[config.mk]
export PLATFORM = sky130hd
export DESIGN_NAME = sdram_cmd_exec
export DESIGN_NICKNAME = d
export VERILOG_FILES = /design/src/rtl/sdram_cmd_exec.sv
export SDC_FILE = /design/constraint.sdc
export NUM_CORES = 1
export LEC_CHECK = 0
export CORE_MARGIN = 4
export CORE_UTILIZATION = 62
export DETAILED_ROUTE_END_ITERATION = 8
export DONT_BUFFER_PORTS = 1
export GPL_ROUTABILITY_DRIVEN = 0
export PLACE_DENSITY = 0.9
export SYNTH_ARGS = -nofsm -noshare
export SYNTH_HDL_FRONTEND = slang
export SYNTH_SLANG_ARGS = --single-unit
export TNS_END_PERCENT = 5
[constraint.sdc]
create_clock -name clk -period 3.1 [get_ports clk]
set_input_delay 0.62 -clock clk [delete_from_list [all_inputs] [get_ports clk]]
set_output_delay 0.62 -clock clk [all_outputs]
set_load 0.02 [all_outputs]
[src/rtl/sdram_cmd_exec.sv]
// SDRAM command executor: registers one accepted command onto the pins, then holds NOP until its
// timing window closes and pulses cmd_done. Optional dropped-request flag via SDRAM_CMD_ERR_EN.
module sdram_cmd_exec #(
  parameter int unsigned CLK_FREQ = 100,
  parameter int unsigned AW       = 12,
  parameter int unsigned BW       = 2,
  parameter int unsigned T_RP     = 20,
  parameter int unsigned T_RFC    = 70,
  parameter int unsigned T_RCD    = 20,
  parameter int unsigned T_MRD    = 2
) (
  input  logic          clk,
  input  logic          rst,
  input  logic          req_valid,
  input  logic [3:0]    req_cmd,
  input  logic [AW-1:0] req_addr,
  input  logic [BW-1:0] req_ba,
  output logic          cmd_wip,
  output logic          cmd_done,
`ifdef SDRAM_CMD_ERR_EN
  output logic          cmd_err,
`endif
  output logic          sdram_cke,
  output logic          sdram_cs_n,
  output logic          sdram_ras_n,
  output logic          sdram_cas_n,
  output logic          sdram_we_n,
  output logic [AW-1:0] sdram_addr,
  output logic [BW-1:0] sdram_ba
);

  localparam logic [3:0] CmdDesl = 4'b1111;
  localparam logic [3:0] CmdNop  = 4'b0111;
  localparam logic [3:0] CmdAct  = 4'b0011;
  localparam logic [3:0] CmdPre  = 4'b0010;
  localparam logic [3:0] CmdRef  = 4'b0001;
  localparam logic [3:0] CmdLmr  = 4'b0000;

  localparam int unsigned NRpRaw  = (T_RP * CLK_FREQ + 999) / 1000;
  localparam int unsigned NRfcRaw = (T_RFC * CLK_FREQ + 999) / 1000;
  localparam int unsigned NRcdRaw = (T_RCD * CLK_FREQ + 999) / 1000;
  localparam int unsigned NRp     = (NRpRaw < 1) ? 1 : NRpRaw;
  localparam int unsigned NRfc    = (NRfcRaw < 1) ? 1 : NRfcRaw;
  localparam int unsigned NRcd    = (NRcdRaw < 1) ? 1 : NRcdRaw;
  localparam int unsigned NMrd    = (T_MRD < 1) ? 1 : T_MRD;
  localparam int unsigned NMax01  = (NRp > NRfc) ? NRp : NRfc;
  localparam int unsigned NMax23  = (NRcd > NMrd) ? NRcd : NMrd;
  localparam int unsigned NMax    = (NMax01 > NMax23) ? NMax01 : NMax23;
  localparam int unsigned CW      = $clog2(NMax + 1);

  typedef enum logic [0:0] {StIdle, StBusy} state_e;

  state_e          state_q, state_d;
  logic [CW-1:0]   cnt_q, cnt_d;
  logic [CW-1:0]   n_m1;
  logic [3:0]      cmd_q, cmd_d;
  logic [AW-1:0]   addr_q, addr_d;
  logic [BW-1:0]   ba_q, ba_d;
  logic            cke_q;
  logic            issuable;
  logic            accept;

  always_comb begin
    issuable = ~req_cmd[3] & (req_cmd != CmdNop);
    cmd_wip  = (state_q == StBusy) & (cnt_q != '0);
    cmd_done = (state_q == StBusy) & (cnt_q == '0);
    accept   = req_valid & ~cmd_wip & issuable;

    case (req_cmd)
      CmdPre:  n_m1 = CW'(NRp - 1);
      CmdRef:  n_m1 = CW'(NRfc - 1);
      CmdLmr:  n_m1 = CW'(NMrd - 1);
      CmdAct:  n_m1 = CW'(NRcd - 1);
      default: n_m1 = '0;
    endcase

    state_d = state_q;
    cnt_d   = cnt_q;
    cmd_d   = CmdNop;
    addr_d  = '0;
    ba_d    = '0;

    if (state_q == StBusy) begin
      if (cnt_q == '0) begin
        state_d = StIdle;
      end else begin
        cnt_d = cnt_q - 1'b1;
      end
    end

    // Non-issuable requests (NOP/DESL) pass straight through to the pins when not busy.
    if (req_valid & ~cmd_wip) begin
      cmd_d  = req_cmd;
      addr_d = req_addr;
      ba_d   = req_ba;
    end

    if (accept) begin
      state_d = StBusy;
      cnt_d   = n_m1;
    end
  end

`ifdef SDRAM_CMD_ERR_EN
  assign cmd_err = req_valid & issuable & cmd_wip;
`endif

  always_ff @(posedge clk) begin
    if (rst) begin
      state_q <= StIdle;
      cnt_q   <= '0;
      cmd_q   <= CmdDesl;
      addr_q  <= '0;
      ba_q    <= '0;
      cke_q   <= 1'b0;
    end else begin
      state_q <= state_d;
      cnt_q   <= cnt_d;
      cmd_q   <= cmd_d;
      addr_q  <= addr_d;
      ba_q    <= ba_d;
      cke_q   <= 1'b1;
    end
  end

  assign sdram_cke = cke_q;
  assign {sdram_cs_n, sdram_ras_n, sdram_cas_n, sdram_we_n} = cmd_q;
  assign sdram_addr = addr_q;
  assign sdram_ba   = ba_q;

endmodule
-- Word level (Yosys, flattened, before mapping)
Cells that the tools add are included.
- flip-flop bits (word level): 23
- bits of input ports: 21
- output and inout port bits: 21
- word-level logic and storage cells: 37
- add/subtract/negate cells: 1
- eq/ne operators: 5
- muxes and demuxes: 9
- bitwise gates (word level): 8
- reductions and logical operators: 7
- operators with widths (cell ; number):
    3-bit two-way mux ; 3
    4-bit by 2-bit equality test with 1-bit output, second input constant ; 2
    3-bit one-hot mux with 2 select lines ; 1
    1-bit AND ; 5
    4-bit by 1-bit equality test with 1-bit output, second input constant ; 1
    4-bit logical NOT ; 1
    1-bit two-way mux ; 4
    4-bit two-way mux ; 1
    4-bit by 3-bit inequality test with 1-bit output, second input constant ; 1
    3-bit logical NOT ; 1
    1-bit inverter ; 3
    3-bit nonzero test ; 1
    3-bit OR reduction ; 1
    3-bit by 1-bit subtractor with 3-bit output, second input constant ; 1
    2-bit inequality test, second input constant ; 1
    2-bit AND reduction ; 1
    2-bit nonzero test ; 1
    2-bit OR reduction ; 1

-- Longest topological paths before layout
- depth after elaboration: 7
- gate-level depth with buffers: 8
- gate-level depth less buffers: 7

-- Least setup slack after synthesis
Ideal clock, no wire load.
- kind: register -> output
- from: reg cnt_q[0]
- to: out cmd_wip
- data arrival time: 0.944 ns
- required time: 2.480 ns
- path slack: 1.536 ns
- cell stages (with the launch flop): 6
- buffers on the path: 0
- path through: dfxtp_1 inv_1 ha_1 nand2b_4 nand2_4 inv_1
- longest elaborated chain between the ends: 2
- RTL lines (element ; RTL line ; RTL):
    start, declared ; 54 ; logic [CW-1:0] cnt_q, cnt_d;
    start signal, assigned ; 118 ; cnt_q <= cnt_d;
    3-bit nonzero test ; 65 ; cmd_wip = (state_q == StBusy) & (cnt_q != '0);
    1-bit AND ; 65 ;
    end, declared ; 18 ; output logic cmd_wip,
Every way passes these cells.

-- Worst setup path in the final report
Same ends and word-level chain as after synthesis.

==> flow_metrics.tcl <==
set metrics [dict create \
    busiest_layer "met2" \
    die_h_um 45.24 \
    hold-path-cell-count 1 \
    wl_per_cell_um 15.25 \
    synthCells 76 \
    place_hpwl_um 1140 \
    min_from "rst" \
    vias_per_cell 5.452 \
    layout.cells.non_filler 93 \
    postSynthAreaPerCell_um2 11.31 \
    critPathLaunchType "flip-flop" \
    met2_usage 0.2571 \
    drt_first_pass_iters 2 \
    drtIter0Drc 3 \
    io_pins 42 \
    finClkSkew_ns 0.006392 \
    crit_required_ns 2.48 \
    dieWidth_um 45.24 \
    crit_type "flip-flop to output port" \
    synth_seq_cells 23 \
    slew_viol_final 0 \
    cts_buffers 3 \
    antenna_found_initial 0 \
    setup_violations 0 \
    cts_tree "done" \
    grt_max_degree 18 \
    period_share 0.6392 \
    r2r-start "cnt_q[0]$_SDFFE_PP0P_" \
    post_cts_buffers 0 \
    cts.path.max_buffers 2 \
    gr-usage-met1 0.1642 \
    outcome "finished, final reports clean" \
    ant_nets 0 \
    gr-total-overflow 0 \
    r2r-end "cnt_q[2]$_SDFFE_PP0P_" \
    syn_nets 99 \
    ctsResizeCount 0 \
    h-tree-depth 1 \
    yosys.cell_types.count 27 \
    setup_slack_ns 1.119 \
    slew_headroom 0.8055 \
    first_global_vias 538 \
    cellPowerDensity_mw_per_mm2 584.1 \
    grt_setup_unrepaired "no" \
    synthesis.area_um2 859.6 \
    synth_seq_area_share 0.5357 \
    wirelength_um 1418 \
    nNetsFinal 102 \
    hold_path.class "primary input to flip-flop" \
    grt_use_met3 0.05976 \
    finalCriticalPeriod_ns 1.981 \
    worstMarginPinSlew_ns 0.2914 \
    post-place-ws_ns 1.442 \
    synth_top_area_cell "dfxtp_1" \
    port_buffers 0 \
    post-route-util 0.6779 \
    vias 507 \
    vdd_drop_max_uv 304.2 \
    r2r_slack_ns 1.49 \
    synthTopCellsByArea "dfxtp_1 54%, and2_4 10%, and2_1 3.6%, a221oi_2 3.5%, ha_1 2.9%" \
    dpl.cell_count 89 \
    drv_cap 0 \
    grt_usage 0.1493 \
    clkLatencyLatePin_ns 0.29 \
    clock_sinks 23 \
    cp-end-kind "output port" \
    fill_cells 110 \
    antennaDiodeCount 0 \
    reg2regPathDepth 7 \
    finalHoldViolCount 0 \
    arrival_ns 1.36 \
    start_util 0.6606 \
    p_leak_nw 0.3791 \
    core_area_mm2 0.001301 \
    finalSetupTns_ns 0 \
    grt_pass1_wl_um 2242 \
    hold_path_end "cnt_q[1]$_SDFFE_PP0P_" \
    cp_max_fo 7 \
    drive_gt1_frac 0.2308 \
    synth_top_area_share 0.5357 \
    cts_root_buffer "clkbuf_4" \
    fmax_mhz 504.7 \
    die-area_mm2 0.002046 \
    hold_buffers 0 \
    rows 13 \
    clk_pin_slew_worst_paths_ns 0.10 \
    yosys_warnings 0 \
    area_delta_synth_final_pct 2.620 \
    drc 0 \
]
[critical path: stages, from the launching register on]
cell      delay, ns
dfxtp_1        0.35
inv_1          0.08
ha_1           0.24
nand2b_4       0.09
nand2_4        0.07
inv_1          0.24
[sequential cells by signal (all words and copies together), names as in the netlist]
register    count
sdram_addr     12
cmd_q           4
cnt_q           3
sdram_ba        2
sdram_cke       1
state_q         1
[how the worst max path moves through the flow]
stage	startpoint	endpoint	slack, ns
after global placement	cnt_q[0]$_SDFFE_PP0P_	cmd_wip	1.50
after global routing	cnt_q[0]$_SDFFE_PP0P_	cmd_wip	1.01
final	cnt_q[0]$_SDFFE_PP0P_	cmd_wip	1.12
after floorplan	cnt_q[0]$_SDFFE_PP0P_	cmd_wip	1.54
after detailed placement	cnt_q[0]$_SDFFE_PP0P_	cmd_wip	1.44
after CTS	cnt_q[0]$_SDFFE_PP0P_	cmd_wip	1.11
[layout make-up]
cell class / count / area, um2 / share of cell area
Inverter: 6 / 22.52 / 0.02553
Multi-Input combinational cell: 45 / 354.1 / 0.4014
Sequential cell: 23 / 460.4 / 0.5220
Tap cell: 15 / 18.77 / 0.02128
Clock buffer: 4 / 26.28 / 0.02979
[cells in the final DEF, fill, tap and decap left out, drive strengths merged]
cell type,n
dfxtp,23
and2,15
inv,6
nand2b,4
clkbuf,4
nand2,3
nor2b,2
nor2,2
a221oi,2
nor3,2
ha,2
and3,2
nand3,1
xor2,1
o21ai,1
a2bb2oi,1
o311ai,1
a21oi,1
nor4b,1
a211oi,1
o22ai,1
a22o,1
a31o,1
[cell families after synthesis]
family / Yosys count / share of synthesized area
XOR/XNOR: 1 / 0.01019
flip-flops: 23 / 0.5357
adder cells (fa/ha/maj): 2 / 0.02911
AND/OR/NAND/NOR: 32 / 0.2693
AO/OA/AOI/OAI: 10 / 0.1034
buffers and inverters: 8 / 0.05240
[routing by layer]
metal	up-vias	part of all wire	routed length [um]
met1	227	0.39	548
li1	253	-	-
met5	-	0	0
met2	25	0.49	693
met3	2	0.12	165
met4	0	0.0078	11
[metrics by stage]
| step | total power, mW | hold slack (ns) | area (um2) |
|---|---|---|---|
| 5_1_grt | 0.5443 | 0.3564 | 882.1 |
| 3_3_place_gp | 0.3967 | 0.4832 | 855.8 |
| 2_1_floorplan | 0.3927 | 0.4604 | 859.6 |
| 4_1_cts | 0.5218 | 0.3737 | 882.1 |
| 3_5_place_dp | 0.4001 | 0.4959 | 855.8 |
| 6_report | 0.5153 | 0.3854 | 882.1 |
[report_power, final]
group,switching (mW),internal [mW],leakage [nW]
clock network,0.0731,0.0499,0.0150
registers,0.0212,0.312,0.189
logic,0.0296,0.0299,0.175
total,0.124,0.391,0.379
[cells in the mapped netlist, drive strengths merged]
library cell and n:
o22ai 1, nand2 3, a22o 1, nor3 2
nand2b 4, a31o 1, o311ai 1, dfxtp 23
nand3 1, xor2 1, buf 2, nor2b 2
a21oi 1, nor4b 1, a221oi 2, a2bb2oi 1
a211oi 1, and2 15, o21ai 1, inv 6
ha 2, nor2 2, and3 2
(Power assumes the default switching activity.)
